[src/rtl/exe_muldiv_unit.sv]
// exe_muldiv_unit: multiply/divide execution unit.
//   Multiplies (MUL/MULH/MULHU, reserved op) complete one cycle after
//   acceptance. Divides (DIV/MOD/DIVU/MODU) run a radix-2 restoring
//   iteration on operand magnitudes, one bit per cycle, and present the
//   result WIDTH+1 cycles after acceptance.
// Ports:
//   clk, reset     : clock, synchronous active-high reset
//   flush          : cancel any in-flight operation
//   in_valid/ready : request handshake; op, src1, src2 captured on accept
//   op[2:0]        : 000 MUL, 001 MULH, 010 MULHU, 011 reserved (returns 0),
//                    100 DIV, 101 MOD, 110 DIVU, 111 MODU
//   out_valid/ready: result handshake; result held stable until taken
//   busy           : high while dividing or holding a result
// Build option:
//   MULDIV_DIVZERO_FAST_EN : a divide by zero completes with latency 1
//                            instead of running the full iteration.
module exe_muldiv_unit #(
  parameter int WIDTH = 32
) (
  input  logic             clk,
  input  logic             reset,
  input  logic             flush,
  input  logic             in_valid,
  output logic             in_ready,
  input  logic [2:0]       op,
  input  logic [WIDTH-1:0] src1,
  input  logic [WIDTH-1:0] src2,
  output logic             out_valid,
  input  logic             out_ready,
  output logic [WIDTH-1:0] result,
  output logic             busy
);

  localparam int CW = $clog2(WIDTH + 1);

  localparam logic [1:0] S_IDLE = 2'd0;
  localparam logic [1:0] S_DIV  = 2'd1;
  localparam logic [1:0] S_DONE = 2'd2;

  logic [1:0]       r_state;
  logic [CW-1:0]    r_cnt;
  logic [WIDTH-1:0] r_result;
  logic [WIDTH-1:0] r_src1;
  logic [WIDTH-1:0] r_div;
  logic [WIDTH-1:0] r_rem;
  logic [WIDTH-1:0] r_quo;
  logic             r_qneg;
  logic             r_rneg;
  logic             r_rem_op;
  logic             r_divzero;

  logic             w_accept;
  logic             w_div_zero;
  logic [2*WIDTH-1:0] w_prod;
  logic [WIDTH-1:0] w_hi_s;
  logic [WIDTH-1:0] w_mul_res;
  logic             w_neg1;
  logic             w_neg2;
  logic [WIDTH-1:0] w_mag1;
  logic [WIDTH-1:0] w_mag2;
  logic [WIDTH:0]   w_shift;
  logic [WIDTH:0]   w_trial;
  logic             w_ge;
  logic [WIDTH-1:0] w_nrem;
  logic [WIDTH-1:0] w_nquo;
  logic [WIDTH-1:0] w_q_fin;
  logic [WIDTH-1:0] w_r_fin;

  assign in_ready   = (r_state == S_IDLE) & ~flush;
  assign out_valid  = (r_state == S_DONE);
  assign busy       = (r_state == S_DIV) | (r_state == S_DONE);
  assign result     = r_result;
  assign w_accept   = in_valid & in_ready;
  assign w_div_zero = (src2 == '0);

  // One unsigned multiplier serves both high-half flavours: the signed high
  // half is the unsigned one corrected by the two sign-weighted cross terms.
  assign w_prod = {{WIDTH{1'b0}}, src1} * {{WIDTH{1'b0}}, src2};
  assign w_hi_s = w_prod[2*WIDTH-1:WIDTH]
                - (src1[WIDTH-1] ? src2 : '0)
                - (src2[WIDTH-1] ? src1 : '0);

  always_comb begin
    w_mul_res = '0;
    case (op[1:0])
      2'b00:   w_mul_res = w_prod[WIDTH-1:0];
      2'b01:   w_mul_res = w_hi_s;
      2'b10:   w_mul_res = w_prod[2*WIDTH-1:WIDTH];
      default: w_mul_res = '0;
    endcase
  end

  // op[1] set means unsigned divide; only signed ops take magnitudes.
  assign w_neg1 = ~op[1] & src1[WIDTH-1];
  assign w_neg2 = ~op[1] & src2[WIDTH-1];
  assign w_mag1 = w_neg1 ? ('0 - src1) : src1;
  assign w_mag2 = w_neg2 ? ('0 - src2) : src2;

  // Restoring step: the dividend shifts out of r_quo into the partial
  // remainder while quotient bits shift in from the bottom.
  assign w_shift = {r_rem, r_quo[WIDTH-1]};
  assign w_trial = w_shift - {1'b0, r_div};
  assign w_ge    = ~w_trial[WIDTH];
  assign w_nrem  = w_ge ? w_trial[WIDTH-1:0] : w_shift[WIDTH-1:0];
  assign w_nquo  = {r_quo[WIDTH-2:0], w_ge};

  // MIN / -1 needs no special case: magnitude quotient 2^(WIDTH-1) negates
  // back onto itself under WIDTH-bit wrap.
  assign w_q_fin = r_divzero ? '1     : (r_qneg ? ('0 - w_nquo) : w_nquo);
  assign w_r_fin = r_divzero ? r_src1 : (r_rneg ? ('0 - w_nrem) : w_nrem);

  always_ff @(posedge clk) begin
    if (reset) begin
      r_state   <= S_IDLE;
      r_cnt     <= '0;
      r_result  <= '0;
      r_src1    <= '0;
      r_div     <= '0;
      r_rem     <= '0;
      r_quo     <= '0;
      r_qneg    <= 1'b0;
      r_rneg    <= 1'b0;
      r_rem_op  <= 1'b0;
      r_divzero <= 1'b0;
    end else if (flush) begin
      r_state <= S_IDLE;
    end else begin
      case (r_state)
        S_IDLE: begin
          if (w_accept) begin
            r_cnt <= CW'(WIDTH);
            if (!op[2]) begin
              r_result <= w_mul_res;
              r_state  <= S_DONE;
            end
`ifdef MULDIV_DIVZERO_FAST_EN
            else if (w_div_zero) begin
              r_result <= op[0] ? src1 : '1;
              r_state  <= S_DONE;
            end
`endif
            else begin
              r_src1    <= src1;
              r_div     <= w_mag2;
              r_quo     <= w_mag1;
              r_rem     <= '0;
              r_qneg    <= w_neg1 ^ w_neg2;
              r_rneg    <= w_neg1;
              r_rem_op  <= op[0];
              r_divzero <= w_div_zero;
              r_state   <= S_DIV;
            end
          end
        end
        S_DIV: begin
          r_rem <= w_nrem;
          r_quo <= w_nquo;
          r_cnt <= r_cnt - CW'(1);
          if (r_cnt == CW'(1)) begin
            r_result <= r_rem_op ? w_r_fin : w_q_fin;
            r_state  <= S_DONE;
          end
        end
        S_DONE: begin
          if (out_ready) r_state <= S_IDLE;
        end
        default: r_state <= S_IDLE;
      endcase
    end
  end

endmodule
[config.mk]
export PLATFORM = sky130hd
export DESIGN_NAME = exe_muldiv_unit
export DESIGN_NICKNAME = d
export VERILOG_FILES = /design/src/rtl/exe_muldiv_unit.sv
export SDC_FILE = /design/constraint.sdc
export NUM_CORES = 2
export LEC_CHECK = 0
export CAP_MARGIN = 20
export CORE_UTILIZATION = 40
export CTS_CLUSTER_SIZE = 20
export DETAILED_ROUTE_END_ITERATION = 16
export PLACE_DENSITY = 0.57
export SETUP_SLACK_MARGIN = 0.15
export SKIP_LAST_GASP = 1
export SYNTH_ARGS = -nofsm -noshare
export SYNTH_HDL_FRONTEND = slang
export SYNTH_SLANG_ARGS = --single-unit
[constraint.sdc]
create_clock -name clk -period 12.7 [get_ports clk]
set_input_delay 1.27 -clock clk [delete_from_list [all_inputs] [get_ports clk]]
set_output_delay 1.27 -clock clk [all_outputs]
set_load 0.005 [all_outputs]
==> results by stage <==
Status:
- The run finished with clean final reports.

Logic synthesis:
- Dividing the synthesized area by the synthesized cell count gives approximately 8.3 um^2.
- The share of async-settable or async-resettable flops after synthesis is 0.
- The Yosys step of the flow raised 0 warnings.
- The post-synth design cell area is 0.0488 mm^2.
- The instance count of the mapped netlist is 5879.
- After synthesis the netlist holds a flip-flop and latch count of 172.
- After synthesis, the netlist uses 81 different library cells.
- In the synthesized netlist the dominant register cell turns out to be dfxtp_1.
- The number of flops mapped to enable cells by yosys is 0.
- The post-synthesis net count is 7215.
- For this run, the register share of the synthesized area comes to 0.0706.

STA:
- The max-slew violation count is 0.
- The setup slack after layout is 0.660 ns.
- At the pin with the least slew margin, the transition time is 1.12 ns.
- In this run the tightest slew margin relative to its limit is 0.250.
- In the finished design, the share of the clock period the worst path needs comes to 0.948.
- Static timing analysis puts the maximum clock frequency at 0.0831 GHz.
- The final sum of negative setup slack is 0 ns.
- The final critical delay including setup and external delays is 12.04 ns.
- The clock skew after layout is 0.0119 ns.
- The number of hold violations in the final report is 0.
- Setup repair after global routing left no endpoint under its margin.
- Setup violations remaining at the end of the flow were counted as 0.

Clock network:
- No sink is reached through more buffers than the 2 on the longest clock path.
- The buffer count from post-CTS setup fixing is 0.
- The CTS tree is yes.
- The tree built by TritonCTS fans out to 172 sinks.
- The root buffer cell chosen for the clock tree is clkbuf_16.
- After clock tree synthesis, the clock-pin slew on the worst setup and hold paths is 0.07 ns.
- Clock tree synthesis inserted a total of 17 buffers.
- Hold repair after CTS inserted 0 buffers.
- The worst-skew pair later-pin latency is about 0.47 ns.
- The number of levels the H-tree was split into is 4.
- The number of gates resized after CTS is 0.

Layout:
- The area occupied by registers is between 0.003 and 0.004 mm^2.
- The net count of the finished layout is a little over 7000.
- Compared with the post-synthesis result, the final layout area differs by 7.87%.
- The multi-input logic area is 0.0401 mm^2.
- Leaving out fill and tap cells, the most frequent cells in the layout are 1014 x inv_1, 928 x fa_1, 784 x nand2_1, 585 x and2_1, 335 x ha_1.
- The finished layout cell area is 0.0526 mm^2.
- Of the cells placed in the final design, the portion with a size suffix greater than 1 is 0.0496.
- Counting the fill cells in the layout gives between 10000 and 15000.
- The most common library cell in the layout ignoring fill and taps is inv_1.
- The final standard cell count with taps included and fillers excluded is approximately 7400.

Min path:
- The terminating pin of the worst hold path is r_src1[21].
- The tightest min-delay check is of the reg2reg type.
- The start point of the worst hold path is r_src1[21].
- The count of cells along the worst hold path is 2.

Drt:
- The post-route DRC violation count is 0.
- The number of detailed-route iterations in the first pass is 6.
- After detailed routing, the average wire length per cell comes to 22.7 um.
- Summing over every cut layer, the via total after detailed routing is 40900.
- In the routed layout, each cell is associated on average with a via count of 5.51.
- The starting DRC count in detailed routing is 3747.
- The final antenna-violating net count is 0.
- The total length of routed wires is 168000 um.

Floorplanning:
- The die is 351 um tall.
- The number of cell rows is 127.
- The starting utilization of the core area is 0.405.
- between 100 and 150 I/O pins were placed.
- The overall die width is 351 um.
- The core area is 0.120 mm^2.
- The floorplan die area is between 0.1 and 0.15 mm^2.

Placed design:
- The pre-CTS worst setup slack is -0.117 ns.
- The placed wire-length estimate after detailed placement is 135000 um.
- In this run the cell area measured after placement is 0.0519 mm^2.
- The count of buffers added on input and output ports is 106.
- The global placement routability congestion is 0.964.
- Counting tap cells, the placed design contains a total of 7381 instances.

Setup path:
- The worst setup path is captured at a flop.
- The most prevalent standard cell on the critical path is fa_1.
- Of all nets on the critical path, the largest fanout is 28.
- The slowest cell on the critical path is buf_2.
- STA puts the critical path data arrival time at roughly 12 ns.
- The worst register-to-register path begins at r_quo[31].
- The type of origin of the critical path is an input pin.
- Data on the critical path is required at its endpoint by 13.08 ns.
- The largest single stage delay on the critical path is 0.73 ns.
- The critical setup path kind is in2reg.
- Setup slack on the worst reg-to-reg path comes out at 5.70 ns.
- The worst register-to-register path ends at result[26].
- For the worst flop-to-flop path, the logic depth is 24.

Global route:
- Entering global routing, the biggest net connects between 80 and 90 pins.
- The remaining global-route overflow is 0.
- For met2 alone, demand over resource in global routing was 0.456.
- The initial antenna violation count is 17.
- The met3 layer usage reported by global route is 0.0416.
- The met1 capacity usage during global routing is 0.385.
- The wire length of the first global-routing pass is 260000 um.
- The layer flagged by global routing as most heavily used is met2.
- The combined global-route utilization of all metal layers is 0.279.
- The number of global-route vias before repair was 41900.

Job:
- The total of max-cap violations is 0.
[sequential cells by signal (all words and copies together), names as in the netlist, 2 cells and up]
signal and count:
r_quo 32, result 32, r_state 2, r_rem 32, r_src1 32, r_cnt 6, r_div 32
[metal layers]
layer	routed length, um	up-vias
met2	78200	1431
met1	73400	21100
met5	53	-
met3	11900	223
met4	4720	8
li1	-	18100
[synth_stat cells, types with 8 or more instances]
cell	instances	area, um^2
o21ai_0	191	956
a22oi_1	22	165
a311oi_1	9	78.8
mux2i_1	17	170
nand3b_1	8	60.1
xnor2_1	132	1160
o21a_1	20	150
a21oi_1	271	1360
a2111oi_0	10	87.6
o211ai_1	23	173
nand3_1	43	215
buf_1	34	128
nor2b_1	21	131
nand2b_1	25	156
nand4_1	28	175
nor4_1	17	106
a211oi_1	56	420
a21boi_0	9	67.6
ha_1	336	4200
inv_1	1014	3810
clkbuf_1	354	1330
a21o_1	62	465
xor2_1	98	858
fa_1	928	18600
nor2_1	245	920
o31ai_1	32	240
or3_1	17	106
a31o_2	8	70.1
o21bai_1	16	120
a221oi_1	14	123
and3_1	8	50.1
o22ai_1	18	113
a211o_1	10	87.6
nand2_1	785	2950
o221ai_1	18	158
mux2_2	11	124
nor3_1	53	265
dfxtp_1	172	3440
a31oi_1	21	131
and2_1	585	3660
or4_1	12	90.1
o41ai_1	18	158
[worst max path at each step]
stage | from | end | depth (start not counted)
5_1_grt | src2[21] | result[23] | 40
3_3_place_gp | src2[13] | result[26] | 42
6_report | src1[15] | result[31] | 35
2_1_floorplan | src1[24] | result[28] | 36
3_5_place_dp | src2[13] | result[31] | 41
4_1_cts | src2[13] | result[31] | 39
[worst max-delay path: cells and delay by family]
| family | cells | cell delay [ns] |
|---|---|---|
| buffers and inverters | 6 | 1.36 |
| AO/OA/AOI/OAI | 9 | 2.28 |
| XOR/XNOR | 2 | 0.52 |
| AND/OR/NAND/NOR | 7 | 1.62 |
| adder cells (fa/ha/maj) | 11 | 5.30 |
[logic make-up (layout without fill, tap and decap cells)]
group / after synthesis / after routing / share of synthesized area
compound gates: 893 / 893 / 0.118
xor+xnor: 230 / 230 / 0.0413
fa+ha+maj: 1264 / 1264 / 0.467
buf+inv: 1410 / 1332 / 0.109
flops: 172 / 172 / 0.0706
mux: 28 / 28 / 0.00603
other cells: 0 / 5 / 0
simple gates: 1882 / 1882 / 0.188
[final cells by class]
class                      count  area share
inverter                    1016      0.0725
tap                         1612      0.0383
antenna                        5    0.000238
clock buffer                  17     0.00808
sequential                   172      0.0654
clock inverter                15     0.00361
timing repair buffer         284      0.0496
multi-input combinational   4297       0.762
[stage by stage]
stage                util  hold slack [ns]
floorplan               -            0.432
global placement    0.431            0.439
detailed placement  0.431            0.448
CTS                 0.436            0.458
global route        0.437            0.470
finish              0.437            0.458
Power is left out: the tool's default activity adds up to more than one toggle a clock period on the data nets, which glitch-free logic cannot reach.
